==> config.mk <==
export PLATFORM = sky130hd
export DESIGN_NAME = press_conditioner
export DESIGN_NICKNAME = d
export VERILOG_FILES = /design/src/rtl/tug_pkg.sv /design/src/rtl/press_channel.sv /design/src/rtl/press_conditioner.sv
export SDC_FILE = /design/constraint.sdc
export NUM_CORES = 1
export LEC_CHECK = 0
export CORE_AREA = 4 4 41 43
export DETAILED_ROUTE_END_ITERATION = 7
export DIE_AREA = 0 0 45 47
export PLACE_DENSITY_LB_ADDON = 0.05
export REMOVE_ABC_BUFFERS = 1
export SKIP_CTS_REPAIR_TIMING = 1
export SLEW_MARGIN = 30
export SYNTH_ARGS = -nofsm -noshare
export SYNTH_HDL_FRONTEND = slang
export SYNTH_SLANG_ARGS = --single-unit
==> constraint.sdc <==
create_clock -name clk -period 1.7 [get_ports clk]
set_input_delay 0.34 -clock clk [delete_from_list [all_inputs] [get_ports clk]]
set_output_delay 0.34 -clock clk [all_outputs]
set_load 0.05 [all_outputs]
==> src/rtl/tug_pkg.sv <==
// Shared types and defaults for the tug-of-war playfield front end.
package tug_pkg;

    typedef enum logic [1:0] {
        IDLE,
        ARMING,
        HELD,
        RELEASING
    } press_state_t;

    localparam int DEFAULT_DEBOUNCE = 4;

endpackage

==> src/rtl/press_channel.sv <==
// One player key: 2-flop synchroniser, debounce FSM and stability counter.
// 'fire' is combinational and marks the ARMING->HELD transition.
module press_channel
    import tug_pkg::*;
#(
    parameter  int DEBOUNCE_CYCLES = DEFAULT_DEBOUNCE,
    localparam int CNT_W           = $clog2(DEBOUNCE_CYCLES) + 1
) (
    input  logic clk,
    input  logic reset,
    input  logic key_n,
    output logic fire
);

    localparam logic [CNT_W-1:0] LAST = CNT_W'(DEBOUNCE_CYCLES - 1);

    logic             sync1;
    logic             sync2;
    logic             kp;
    logic [CNT_W-1:0] cnt;
    press_state_t     state;

    // Synchroniser resets to "released" so a key held through reset is seen as a fresh press.
    always_ff @(posedge clk) begin
        if (reset) begin
            sync1 <= 1'b1;
            sync2 <= 1'b1;
        end else begin
            sync1 <= key_n;
            sync2 <= sync1;
        end
    end

    assign kp   = ~sync2;
    assign fire = (state == ARMING) && kp && (cnt == LAST);

    always_ff @(posedge clk) begin
        if (reset) begin
            state <= IDLE;
            cnt   <= '0;
        end else begin
            case (state)
                IDLE: begin
                    if (kp) begin
                        state <= ARMING;
                        cnt   <= CNT_W'(1);
                    end
                end
                ARMING: begin
                    if (!kp) begin
                        state <= IDLE;
                        cnt   <= '0;
                    end else if (cnt == LAST) begin
                        state <= HELD;
                        cnt   <= '0;
                    end else begin
                        cnt <= cnt + 1'b1;
                    end
                end
                // Holding the key never re-fires; only a full debounced release re-arms.
                HELD: begin
                    if (!kp) begin
                        state <= RELEASING;
                        cnt   <= CNT_W'(1);
                    end
                end
                RELEASING: begin
                    if (kp) begin
                        state <= HELD;
                        cnt   <= '0;
                    end else if (cnt == LAST) begin
                        state <= IDLE;
                        cnt   <= '0;
                    end else begin
                        cnt <= cnt + 1'b1;
                    end
                end
                default: begin
                    state <= IDLE;
                    cnt   <= '0;
                end
            endcase
        end
    end

endmodule

==> src/rtl/press_conditioner.sv <==
// Turns the two raw active-low player keys into clean one-cycle L/R press pulses.
// A press landing on both sides on the same edge is not a move and yields no pulse.
module press_conditioner
    import tug_pkg::*;
#(
    parameter int DEBOUNCE_CYCLES = DEFAULT_DEBOUNCE
) (
    input  logic clk,
    input  logic reset,
    input  logic key_l_n,
    input  logic key_r_n,
    output logic L,
    output logic R
);

    logic fire_l;
    logic fire_r;

    press_channel #(.DEBOUNCE_CYCLES(DEBOUNCE_CYCLES)) u_left (
        .clk   (clk),
        .reset (reset),
        .key_n (key_l_n),
        .fire  (fire_l)
    );

    press_channel #(.DEBOUNCE_CYCLES(DEBOUNCE_CYCLES)) u_right (
        .clk   (clk),
        .reset (reset),
        .key_n (key_r_n),
        .fire  (fire_r)
    );

    always_ff @(posedge clk) begin
        if (reset) begin
            L <= 1'b0;
            R <= 1'b0;
        end else begin
            L <= fire_l & ~fire_r;
            R <= fire_r & ~fire_l;
        end
    end

endmodule

== After elaboration in Yosys (flattened, before gate mapping) ==
Cells that the tools add are included.
Word-level totals
  bits in registers: 16
  input bits: 4
  output and inout bits: 2
Cells by class
  $add $sub $neg: 2
  equality and inequality tests: 16
  multiplexer cells: 26
  bitwise operators: 6
  reduce and logical (&&, ||, !) cells: 10
Operator list (count)
  2-to-1 mux 3 bit: 10
  2-to-1 mux 2 bit: 12
  one-hot mux 3 bit (4 select lines): 2
  one-hot mux 2 bit (4 select lines): 2
  equality test 2 bit, second input constant: 4
  AND reduction 4 bit: 2
  adder 3 x 1 -> 3 bit, second input constant: 2
  equality test 3 x 2 -> 1 bit, second input constant: 2
  inequality test 3 x 2 -> 1 bit, second input constant: 2
  inequality test 3 bit, second input constant: 2
  equality test 2 x 1 -> 1 bit, second input constant: 2
  logical AND 1 bit: 4
  zero test 2 bit: 2
  inequality test 2 x 1 -> 1 bit, second input constant: 2
  inequality test 2 bit, second input constant: 2
  NOT 1 bit: 4
  AND reduction 2 bit: 2
  AND 1 bit: 2

== Longest topological paths before layout ==
Gate-level depths: netlist of run 1.
  depth after elaboration: 5
  gate-level depth with buffers: 4
  mapped depth without buffers: 4

== By module ==
From an unflattened synthesis of run 1, not the netlist that was laid out.
Unflattened totals
  cell total of the unflattened synthesis: 58
  area total of the unflattened synthesis: 640.6 sq um
Modules (own cells, without submodules)
  press_channel: times used 2, cells each 27, area each 292.8 sq um, sequential area each 140.1 sq um
  press_conditioner: times used 1, cells each 4, area each 55.1 sq um, sequential area each 40.0 sq um

== Worst setup path after synthesis of run 1 ==
OpenSTA, ideal clock, no wires.
  path kind: reg-to-reg
  start point: register with a tool-made name
  end point: register u_left.cnt[2]
  arrival time: 1084 ps
  data required time: 1627 ps
  setup slack: 543 ps
  stages on the path, launching flop included: 4
  buffers on the path: 0
  path through: dfxtp_1 -> xnor2_1 -> mux2_1 -> nor3b_2
RTL lines
  end signal: assignment: RTL line press_channel.sv:57  | cnt <= cnt + 1'b1;
  end signal: assignment: RTL line press_channel.sv:75  | cnt <= cnt + 1'b1;
  end: declaration: RTL line press_channel.sv:20  | logic [CNT_W-1:0] cnt;

==> summary.txt, run 1 <==
status = finished clean
post-DP HPWL = 715 um
Fmax = 0.772 GHz
leakage power = 0.281 nW
CP Max Fanout = 5
Clock Tree Buf Depth = 2
gp weighted congestion = 0.712
Tcrit/Tclk final = 76.2%
worst endpoint required time = 1.91 ns
H-tree Lvls = 1
Netlist cell types = 24
CP max stage cell = xnor2_1
Syn. warnings = 0
clk root buf = clkbuf_4
DRC Markers = 0
post-synthesis register bit count = 16
fraction of layout cells with a size suffix above 1 = 19.1%
Hold Path Origin = u_right.sync1
TritonCTS clock tree = built
FF/Latch Area = 320 um^2
RSZ-0062 raised after global routing = false
initial antenna violation count = 0
vias post-DR = 426
Cell Chain, Critical Path = xnor2_1 -> mux2_1 -> nor3b_2
area of the multi-input gates = 313 um^2
Least-Margin Pin Slew = 0.419 ns
Clock Skews = 0.00179 ns
worst reg2reg path depth = 3
Area Growth Syn to Fin = 14.1%
Arrival @ worst endpoint = 1.50 ns
Antenna Violating Nets Remaining = 0
global-route wire length before repair = 1700 um
Initial Util = 48.9%
global route overflow = 0
TritonCTS sink count = 16
critical path depth = 3
Top Family by Delay on Critical Path = XOR/XNOR gates
die area = 2120 um^2
setup_tns = 0 ns
Die Wd = 45 um
I/O Buffers = 5
Critical path buffers and inverters = 0
endpoints failing setup = 0
I/O pins = 6
syn_area_per_cell = 10.6 um^2
worst ir drop on vdd = 0.000492 V
overall power = 605 uW
die height = 47 um
sequential share of the synthesized area = 50.3%
R2R Setup Slk = 0.40 ns
endpoint type of the worst setup path = flop
CP endpoint = u_left.cnt[2]
drt total wl = 965 um
Syn Inst Count = 60
Ant. Diodes = 0
final net count = 76
pwr dens = 832 nW/um^2
Largest stage delay, worst path = 0.38 ns
Max Transition Viols Final = 0
Synth Cell Area = 637 um^2
Setup crit start kind = flop
TritonCTS Buffers = 3
router iterations before antenna repair = 4
DRT iter0 DRCs = 5
WL/cell = 11.6 um
maxcap violations = 0
Worst slew margin = 71.9%
Yosys top cell area share = 50.3%
Final Hold Viols = 0
total track usage = 11.2%
FP Rows = 13
reg-to-reg endpoint = u_left.cnt[2]
largest net degree at the start of global routing = 16
worst setup path class = reg2reg
clk_lat worst skew = 0.27 ns
Final min period = 1.30 ns
path category of the worst min-delay check = reg2reg
Final Util = 55.9%
Clk pin slew, worst setup/hold paths = 0.08 ns
core area = 1300 um^2
largest cells by area after synthesis = dfxtp_1 (50%), ha_1 (3.9%), nand2b_1 (3.9%)
vias in the first global route = 414
Fill cells = 124
Via density = 5.13
post-synth top area cell = dfxtp_1
[where the power goes]
group          switching [mW]  internal [mW]
registers             0.00665          0.383
logic                  0.0144         0.0192
clock network          0.0998         0.0819
[synthesized netlist by cell type]
cell       n
xor2_1     1
ha_1       2
buf_1      1
nor3b_2    2
o311ai_0   1
or2_2      4
nand2b_1   4
dfxtp_1   16
or3b_1     1
or4_1      1
nor2_1     6
xnor2_1    2
nor3_1     2
nor2b_1    1
nand3_1    1
and3b_1    2
mux2_1     1
a211oi_1   3
nand3b_1   2
o21a_1     1
mux2_4     1
a21oi_1    3
nor3b_1    1
nand4_1    1
[through the flow]
stage / hold WS, ns / instance area (um^2) / instances / setup WS, ns
finish: 0.414 / 727 / 83 / 0.404
global route: 0.445 / 727 / 83 / 0.318
CTS: 0.418 / 727 / 83 / 0.405
detailed placement: 0.398 / 704 / 80 / 0.298
global placement: 0.390 / 704 / 80 / 0.298
floorplan: 0.389 / 633 / 59 / 0.544
[routing by layer]
metal,global-route usage [%],part of all wire (%),vias up
li1,-,-,228
met1,13.7,49,193
met2,17.2,47,5
met3,3.45,3.9,0
met4,7.02,0,0
met5,0,0,-
[logic make-up (layout without fill, tap and decap cells)]
family / after synthesis / after routing / synth area share (%)
compound gates: 8 / 8 / 8.45
buf+inv: 1 / 9 / 0.589
mux: 2 / 2 / 4.12
xor+xnor: 3 / 3 / 4.13
flops: 16 / 16 / 50.3
simple gates: 28 / 28 / 28.5
fa+ha+maj: 2 / 2 / 3.93
[worst min path at each step]
stage,depth (start not counted),endpoint,slack [ns]
after floorplan,1,u_left.sync2,0.39
after global placement,1,u_left.sync2,0.39
after CTS,1,u_right.sync2,0.42
final,1,u_right.sync2,0.41
after detailed placement,1,u_right.sync2,0.40
after global routing,1,u_right.sync2,0.44
[placed cells by master (no fill, tap or decap)]
| cell | count |
|---|---|
| and3b_1 | 2 |
| clkdlybuf4s50_1 | 3 |
| mux2_4 | 1 |
| or4_1 | 1 |
| nor2_1 | 6 |
| or2_2 | 4 |
| nand3b_1 | 2 |
| nand4_1 | 1 |
| nor2b_1 | 1 |
| nor3b_1 | 1 |
| or3b_1 | 1 |
| nor3b_2 | 2 |
| nor3_1 | 2 |
| buf_4 | 3 |
| nand2b_1 | 4 |
| clkbuf_4 | 3 |
| a21oi_1 | 3 |
| dfxtp_1 | 16 |
| xor2_1 | 1 |
| o311ai_0 | 1 |
| mux2_1 | 1 |
| ha_1 | 2 |
| nand3_1 | 1 |
| a211oi_1 | 3 |
| xnor2_1 | 2 |
| o21a_1 | 1 |
[layout make-up]
cell class,count,share of cell area (%)
clock buffers,3,3.10
repair buffers,6,7.23
multi-input cells,43,43.0
flip-flops and latches,16,44.1
well taps,15,2.58
Power figures use the tool's default switching activity.
==> run 2: changes to the inputs <==
--- a/config.mk
+++ b/config.mk
@@ -5,9 +5,9 @@
 export SDC_FILE = /design/constraint.sdc
 export NUM_CORES = 1
 export LEC_CHECK = 0
-export CORE_AREA = 4 4 41 43
+export CORE_MARGIN = 4
+export CORE_UTILIZATION = 47
 export DETAILED_ROUTE_END_ITERATION = 7
-export DIE_AREA = 0 0 45 47
 export PLACE_DENSITY_LB_ADDON = 0.05
 export REMOVE_ABC_BUFFERS = 1
 export SKIP_CTS_REPAIR_TIMING = 1
==> constraint.sdc (replaced) <==
create_clock -name clk -period 1.1 [get_ports clk]
set_input_delay 0.22 -clock clk [delete_from_list [all_inputs] [get_ports clk]]
set_output_delay 0.22 -clock clk [all_outputs]
set_load 0.05 [all_outputs]
==> run 2 against run 1 <==
  * The flow now finishes with violations (setup timing)
  * Worst hold slack improved by 0.0039 ns
  * Non-clock buffer count increased by 13
  * Clock-buffer cell count unchanged
  * Sequential cell count unchanged
  * Clock skew increased by 0.0026 ns
  * Fmax increased by 7.4%
  * Register-to-register slack got worse by 0.51 ns
  * Cell area increased by 30%
  * Worst setup slack got worse by 0.51 ns
  * Critical path depth increased by 1
  * Routed wire length increased by 20%
==> summary.txt, run 2 (synthesis results as in run 1) <==
path category of the worst min-delay check = reg2reg (unchanged)
Clock Skews = 0.00443 ns (was 0.00179 ns)
combinational group share of total power = 8.1% (was 5.5%)
DRT iter0 DRCs = 6 (was 5)
worst reg2reg path depth = 4 (was 3)
final net count = 89 (was 76)
Die Wd = 44.8 um (was 45 um)
endpoint type of the worst setup path = flop (unchanged)
Area Growth Syn to Fin = 48.1% (was 14.1%)
Hold Path Origin = u_right.sync1 (unchanged)
die area = 2010 um^2 (was 2120 um^2)
Final Hold Viols = 0 (unchanged)
global route overflow = 0 (unchanged)
Ant. Diodes = 0 (unchanged)
commonest non-fill, non-tap cells in the layout = buf_4 (14), dfxtp_1 (8), dfxtp_2 (7), nor2_1 (6), or2_2 (4) (was dfxtp_1 (16), nor2_1 (6), nand2b_1 (4), or2_2 (4))
largest net degree at the start of global routing = 12 (was 16)
core area = 1280 um^2 (was 1300 um^2)
Fmax = 0.829 GHz (was 0.772 GHz)
I/O pins = 6 (unchanged)
Initial Util = 49.6% (was 48.9%)
worst setup path class = reg2reg (unchanged)
endpoints failing setup = 5 (was 0)
CP Max Fanout = 4 (was 5)
Setup crit start kind = flop (unchanged)
Cell Chain, Critical Path = ha_4 -> nand3b_1 -> or4_4 -> a21oi_2 (was xnor2_1 -> mux2_1 -> nor3b_2)
failing checks = setup timing
total track usage = 12.6% (was 11.2%)
I/O Buffers = 5 (unchanged)
Via density = 5.09 (was 5.13)
worst r2r src = u_right.cnt[1]
Antenna Violating Nets Remaining = 0 (unchanged)
status = complete, but fails checks (was finished clean)
final hold slack = 0.418 ns (was 0.414 ns)
TritonCTS Buffers = 3 (unchanged)
setup slack after layout = -0.106 ns (was 0.404 ns)
Arrival @ worst endpoint = 1.43 ns (was 1.50 ns)
clk root buf = clkbuf_4 (unchanged)
post-DP HPWL = 773 um (was 715 um)
Final Util = 73.4% (was 55.9%)
Clk pin slew, worst setup/hold paths = 0.09 ns (was 0.08 ns)
gp weighted congestion = 0.681 (was 0.712)
clk_lat worst skew = 0.28 ns (was 0.27 ns)
Fill cells = 90 (was 124)
FF/Latch Area = 333 um^2 (was 320 um^2)
WL/cell = 12.1 um (was 11.6 um)
worst ir drop on vdd = 0.000794 V (was 0.000492 V)
reg-to-reg endpoint = R (was u_left.cnt[2])
Final min period = 1.21 ns (was 1.30 ns)
TritonCTS clock tree = built (unchanged)
Internal = 768 uW (was 484 uW)
leakage power = 0.377 nW (was 0.281 nW)
sequential power share = 61.0% (was 64.4%)
maxcap violations = 0 (unchanged)
Worst slew margin = 80.3% (was 71.9%)
RSZ-0062 raised after global routing = true (was false)
Least-Margin Pin Slew = 0.292 ns (was 0.419 ns)
fraction of layout cells with a size suffix above 1 = 59.3% (was 19.1%)
H-tree Lvls = 1 (unchanged)
Clock Tree Buf Depth = 2 (unchanged)
router iterations before antenna repair = 2 (was 4)
CP max stage cell = or4_4 (was xnor2_1)
commonest non-fill, non-tap cell in the layout = buf_4 (was dfxtp_1)
initial antenna violation count = 0 (unchanged)
Tcrit/Tclk final = 110% (was 76.2%)
DRC Markers = 0 (unchanged)
R2R Setup Slk = -0.11 ns (was 0.40 ns)
sw frac = 22.2% (was 20.0%)
pwr dens = 1050 nW/um^2 (was 832 nW/um^2)
Max Transition Viols Final = 0 (unchanged)
CP endpoint = R (was u_left.cnt[2])
global-route wire length before repair = 1800 um (was 1700 um)
vias post-DR = 489 (was 426)
TritonCTS sink count = 16 (unchanged)
worst endpoint required time = 1.33 ns (was 1.91 ns)
Largest stage delay, worst path = 0.43 ns (was 0.38 ns)
vias in the first global route = 449 (was 414)
drt total wl = 1160 um (was 965 um)
clock share of power = 30.9% (was 30.0%)
Setup crit start = u_right.cnt[1]
Net Switching = 220 uW (was 121 uW)
FP Rows = 13 (unchanged)
area of the multi-input gates = 394 um^2 (was 313 um^2)
die height = 44.8 um (was 47 um)
run 2: area by class of cell:
type                    count  share of cell area [%]
multi-input cells          43                    41.8
flip-flops and latches     16                    35.3
repair buffers             19                    18.6
clock buffers               3                    2.39
well taps                  15                    1.99
run 2: critical path, delay by kind of cell, from the launching register on:
| kind | cells | cell delay [ns] |
|---|---|---|
| flops | 1 | 0.37 |
| fa+ha+maj | 1 | 0.15 |
| simple gates | 2 | 0.54 |
| compound gates | 1 | 0.10 |
run 2: stage by stage:
step / power [mW] / cells / instance area (um^2) / TNS (ns) / worst slack [ns]
2_1_floorplan: 0.641 / 59 / 633 / -0.114 / -0.0565
3_3_place_gp: 0.683 / 91 / 812 / -1.29 / -0.166
3_5_place_dp: 0.685 / 91 / 812 / -1.41 / -0.177
4_1_cts: 0.991 / 94 / 835 / -0.565 / -0.163
5_1_grt: 1.03 / 96 / 943 / -0.600 / -0.185
6_report: 0.988 / 96 / 943 / -0.185 / -0.106
run 2: power groups by stage:
stage	sequential [mW]	combinational, mW	clock (mW)
CTS	0.600	0.0709	0.319
finish	0.603	0.0800	0.305
global placement	0.613	0.0696	0
floorplan	0.613	0.0276	0
global route	0.605	0.0877	0.340
detailed placement	0.614	0.0710	0
run 2: worst min path at each step:
stage               endpoint  cells after the start
2_1_floorplan  u_left.cnt[1]                      1
3_3_place_gp    u_left.sync2                      1
3_5_place_dp    u_left.sync2                      1
4_1_cts         u_left.sync2                      1
5_1_grt         u_left.sync2                      1
6_report       u_right.sync2                      1
run 2: metal layers:
| layer | global-route usage (%) | up-vias | wire length, um |
|---|---|---|---|
| met1 | 18.1 | 222 | 599 |
| met5 | 0 | - | 0 |
| met4 | 10.5 | 0 | 19 |
| li1 | - | 255 | - |
| met3 | 2.79 | 4 | 38 |
| met2 | 15.5 | 8 | 503 |
==> run 3: changes to the inputs <==
--- a/config.mk
+++ b/config.mk
@@ -5,9 +5,9 @@
 export SDC_FILE = /design/constraint.sdc
 export NUM_CORES = 1
 export LEC_CHECK = 0
-export CORE_MARGIN = 4
-export CORE_UTILIZATION = 47
+export CORE_AREA = 4 4 41 43
 export DETAILED_ROUTE_END_ITERATION = 7
+export DIE_AREA = 0 0 45 47
 export PLACE_DENSITY_LB_ADDON = 0.05
 export REMOVE_ABC_BUFFERS = 1
 export SKIP_CTS_REPAIR_TIMING = 1
==> constraint.sdc (replaced) <==
create_clock -name clk -period 1.2 [get_ports clk]
set_input_delay 0.24 -clock clk [delete_from_list [all_inputs] [get_ports clk]]
set_output_delay 0.24 -clock clk [all_outputs]
set_load 0.05 [all_outputs]
==> run 3 against run 2 <==
  * The flow now finishes without violations
  * Utilization down 5.1 points
  * Sequential power down 8.1%
  * Sequential share of layout area up 1.8 points
  * Worst hold slack about the same
  * Via count down 0.20%
  * Routed wire length down 3.5%
  * Cell count down 3.1%
  * Critical path depth unchanged
  * Clock skew down 0.0041 ns
  * Total power down 1.4%
  * Critical path type unchanged
  * Largest cell class unchanged
  * Largest power group unchanged
  * Highest routed layer unchanged
==> summary.txt, run 3 (synthesis results as in run 1) <==
status = finished clean (was complete, but fails checks)
Least-Margin Pin Slew = 0.303 ns (was 0.292 ns)
total track usage = 12.7% (was 12.6%)
final net count = 85 (was 89)
leakage power = 0.353 nW (was 0.377 nW)
Finished Cell Area = 888 um^2 (was 943 um^2)
I/O Buffers = 5 (unchanged)
Top Family by Delay on Critical Path = simple AND/OR/NAND/NOR gates (unchanged)
TritonCTS sink count = 16 (unchanged)
Die Wd = 45 um (was 44.8 um)
Max Transition Viols Final = 0 (unchanged)
fraction of layout cells with a size suffix above 1 = 50.0% (was 59.3%)
setup slack after layout = 0.00726 ns (was -0.106 ns)
path category of the worst min-delay check = reg2reg (unchanged)
router iterations before antenna repair = 4 (was 2)
CP Max Fanout = 4 (unchanged)
TritonCTS Buffers = 3 (unchanged)
die area = 2120 um^2 (was 2010 um^2)
Largest stage delay, worst path = 0.43 ns (about the same)
Arrival @ worst endpoint = 1.42 ns (was 1.43 ns)
Antenna Violating Nets Remaining = 0 (unchanged)
commonest non-fill, non-tap cell in the layout = buf_4 (unchanged)
clk_lat worst skew = 0.28 ns (about the same)
gp weighted congestion = 0.786 (was 0.681)
Ant. Diodes = 0 (unchanged)
Area Growth Syn to Fin = 39.5% (was 48.1%)
Fmax = 0.838 GHz (was 0.829 GHz)
Final Hold Viols = 0 (unchanged)
Critical path buffers and inverters = 0 (unchanged)
worst r2r src = u_right.cnt[1] (unchanged)
RSZ-0062 raised after global routing = true (unchanged)
drt total wl = 1120 um (was 1160 um)
die height = 47 um (was 44.8 um)
WL/cell = 12.0 um (was 12.1 um)
vias in the first global route = 461 (was 449)
endpoints failing setup = 0 (was 5)
Hold Path Origin = u_right.sync1 (unchanged)
Setup crit start = u_right.cnt[1] (unchanged)
FP Rows = 13 (unchanged)
largest net degree at the start of global routing = 10 (was 12)
global-route wire length before repair = 1870 um (was 1800 um)
overall power = 974 uW (was 988 uW)
worst ir drop on vdd = 0.000682 V (was 0.000794 V)
Final Util = 68.3% (was 73.4%)
DRT iter0 DRCs = 7 (was 6)
Tcrit/Tclk final = 99.4% (was 110%)
Cell Chain, Critical Path = ha_4 -> nand3b_1 -> or4_4 -> a21oi_2 (unchanged)
core area = 1300 um^2 (was 1280 um^2)
Initial Util = 48.9% (was 49.6%)
TritonCTS clock tree = built (unchanged)
DRC Markers = 0 (unchanged)
setup_tns = 0 ns (was -0.185 ns)
pwr dens = 1100 nW/um^2 (was 1050 nW/um^2)
I/O pins = 6 (unchanged)
initial antenna violation count = 0 (unchanged)
Clock Skews = 0.000374 ns (was 0.00443 ns)
maxcap violations = 0 (unchanged)
clk root buf = clkbuf_4 (unchanged)
Setup crit start kind = flop (unchanged)
endpoint type of the worst setup path = flop (unchanged)
commonest non-fill, non-tap cells in the layout = buf_4 (10), dfxtp_1 (9), dfxtp_2 (7), nor2_1 (6) (was buf_4 (14), dfxtp_1 (8), dfxtp_2 (7), nor2_1 (6), or2_2 (4))
Worst slew margin = 79.6% (was 80.3%)
global route overflow = 0 (unchanged)
placement-stage worst setup slack = -0.195 ns (was -0.177 ns)
Via density = 5.25 (was 5.09)
worst setup path class = reg2reg (unchanged)
H-tree Lvls = 1 (unchanged)
Clk pin slew, worst setup/hold paths = 0.09 ns (about the same)
vias post-DR = 488 (was 489)
Clock Tree Buf Depth = 2 (unchanged)
CP max stage cell = or4_4 (unchanged)
worst endpoint required time = 1.43 ns (was 1.33 ns)
post-DP HPWL = 812 um (was 773 um)
Placed Area = 797 um^2 (was 812 um^2)
Final min period = 1.19 ns (was 1.21 ns)
-- run 3: worst paths after layout --
kind,to,cells after the start,slack [ns]
max,R,4,0.007
min,u_right.sync2,1,0.42
max reg2reg,R,4,0.007
min reg2reg,u_right.sync2,1,0.42
-- run 3: layer usage --
layer	track usage, %	wire [um]	vias up
met1	13.5	518	226
met2	21.8	526	12
met5	0	0	-
met3	3.45	48	3
met4	8.77	27	0
li1	-	-	247
-- run 3: final cells by class --
| type | instances | area, um^2 |
|---|---|---|
| sequential | 16 | 329 |
| clock buffer | 4 | 36.3 |
| multi-input combinational | 43 | 359 |
| timing repair buffer | 15 | 145 |
| tap | 15 | 18.8 |
| fill | 114 | 413 |
-- run 3: worst register-to-register path, stage by stage, from the launching register on --
cell,delay [ns]
dfxtp_2,0.36
ha_4,0.14
nand3b_1,0.09
or4_4,0.43
a21oi_2,0.11
-- run 3: where the power goes --
group	total [mW]	internal (mW)	switching, mW
sequential	0.554	0.544	0.0102
combinational	0.0681	0.0429	0.0253
clock	0.352	0.185	0.167
total	0.974	0.772	0.203
-- run 3: stage by stage --
stage	hold WS (ns)	std cells
6_report	0.417	93
5_1_grt	0.434	93
4_1_cts	0.421	93
3_5_place_dp	0.398	89
3_3_place_gp	0.392	89
2_1_floorplan	0.309	59
==> RTL change (flow settings as in run 1) <==
The package constant `DEFAULT_DEBOUNCE` goes from 4 to 2.
--- a/src/rtl/tug_pkg.sv
+++ b/src/rtl/tug_pkg.sv
@@ -9,5 +9,5 @@
     } press_state_t;
 
-    localparam int DEFAULT_DEBOUNCE = 4;
+    localparam int DEFAULT_DEBOUNCE = 2;
 
 endpackage
Formal check against the unedited RTL: not equivalent (Yosys sat finds a counterexample within 10 cycles, from zero or initial values and one cycle with reset high).
==> RTL change against run 1 <==
  * Total power decreased by 8.6%
  * Worst hold slack lost 0.0022 ns
  * Final cell count is 16% lower
  * Register-to-register slack gained 0.14 ns
  * Synthesized area down 13%
  * Routed wire length fell by 8.1%
  * Worst setup slack improved by 0.10 ns
  * Count of clock-buffer cells in the layout unchanged
  * Synthesized cell count down 20%
  * Sequential cell count shrank 2
  * Global-route usage decreased by 0.61 points
  * Via count fell by 15%
  * Cell area is 12% lower
  * Clock power decreased by 2%
  * Largest cell class unchanged
==> RTL change: results (changes against run 1) <==
* Metal1 wirelength: 416 um (was 470 um)
- The final non-filler cell area was 643 um^2 (was 727 um^2).
- Most frequent cells after synthesis: dfxtp_1 (14), nor3_1 (4), or2_2 (4), mux2_2 (3) (was dfxtp_1 (16), nor2_1 (6), nand2b_1 (4), or2_2 (4)).
- Multi-input combinational gate total: 32 (was 43)
- Share of cell area taken by muxes after synthesis: 8.14% (was 4.13%)
- Worst vdd ir: 0.000470 V (was 0.000492 V)
* Multi-input combinational area share: 39.9% (was 43.0%)
- Highest routing layer actually used: met4 (was met3)
* Final standard cell count with taps included and fillers excluded: 70 (was 83)
- Largest net degree at the start of global routing: 21 (was 16)
- Synthesized netlist cell count: 48 (was 60)
- Fillers: 131 (was 124)
- Post-route clock period utilization: 70.1% (was 76.2%)
* Slowest stage delay, CP: 0.44 ns (was 0.38 ns)
- Final estimated routing congestion in global placement: 0.715 (was 0.712)
* Relative slew slack: 81.8% (was 71.9%)
- Wire length reported by the detailed router: 887 um (was 965 um)
* Portion of the layout cell area used by clock cells: 3.50% (was 3.10%)
- Compound-gate portion of the synthesized area: 6.56% (was 8.45%)
* Seq cells: 14 (was 16)
- The pre-CTS setup slack was 0.224 ns (was 0.298 ns).
* WL met2: 403 um (was 457 um)
- R2R setup slack: 0.54 ns (was 0.40 ns)
- The utilization after layout is 49.4% (was 55.9%).
- The number of nets at the end of the flow came to 61 (was 76).
- Adder and majority cell fraction of the synthesized area: 0% (was 3.93%)
* Min-Delay Endpoint: u_left.sync2$_SDFF_PP1_ (was u_right.sync2$_SDFF_PP1_)
* Post-Synth XOR/XNOR Area: 4.52% (was 4.13%)
- Run status: finished clean (unchanged).
* Startpoint of the most critical hold path: u_left.sync1$_SDFF_PP1_ (was u_right.sync1$_SDFF_PP1_)
==> RTL change: cell count changes after synthesis, moves of 2 or more <==
cell / before / now
a211oi_1: 3 / 0
a21oi_1: 3 / 0
dfxtp_1: 16 / 14
ha_1: 2 / 0
mux2_2: 0 / 3
nand2b_1: 4 / 0
nor2_1: 6 / 2
nor3_1: 2 / 4
nor3b_2: 2 / 0
nor4bb_1: 0 / 2
o31ai_1: 0 / 2
xnor2_1: 2 / 0
==> RTL change: power breakdown <==
| part | internal, mW | switching [mW] |
|---|---|---|
| combinational | 0.0188 | 0.0122 |
| clock | 0.0821 | 0.0959 |
| sequential | 0.336 | 0.00760 |
| total | 0.437 | 0.116 |
==> RTL change: worst register-to-register path, cell delays in order, from the launching register on <==
cell     delay (ns)
dfxtp_1        0.41
xor2_1         0.28
mux2_2         0.37
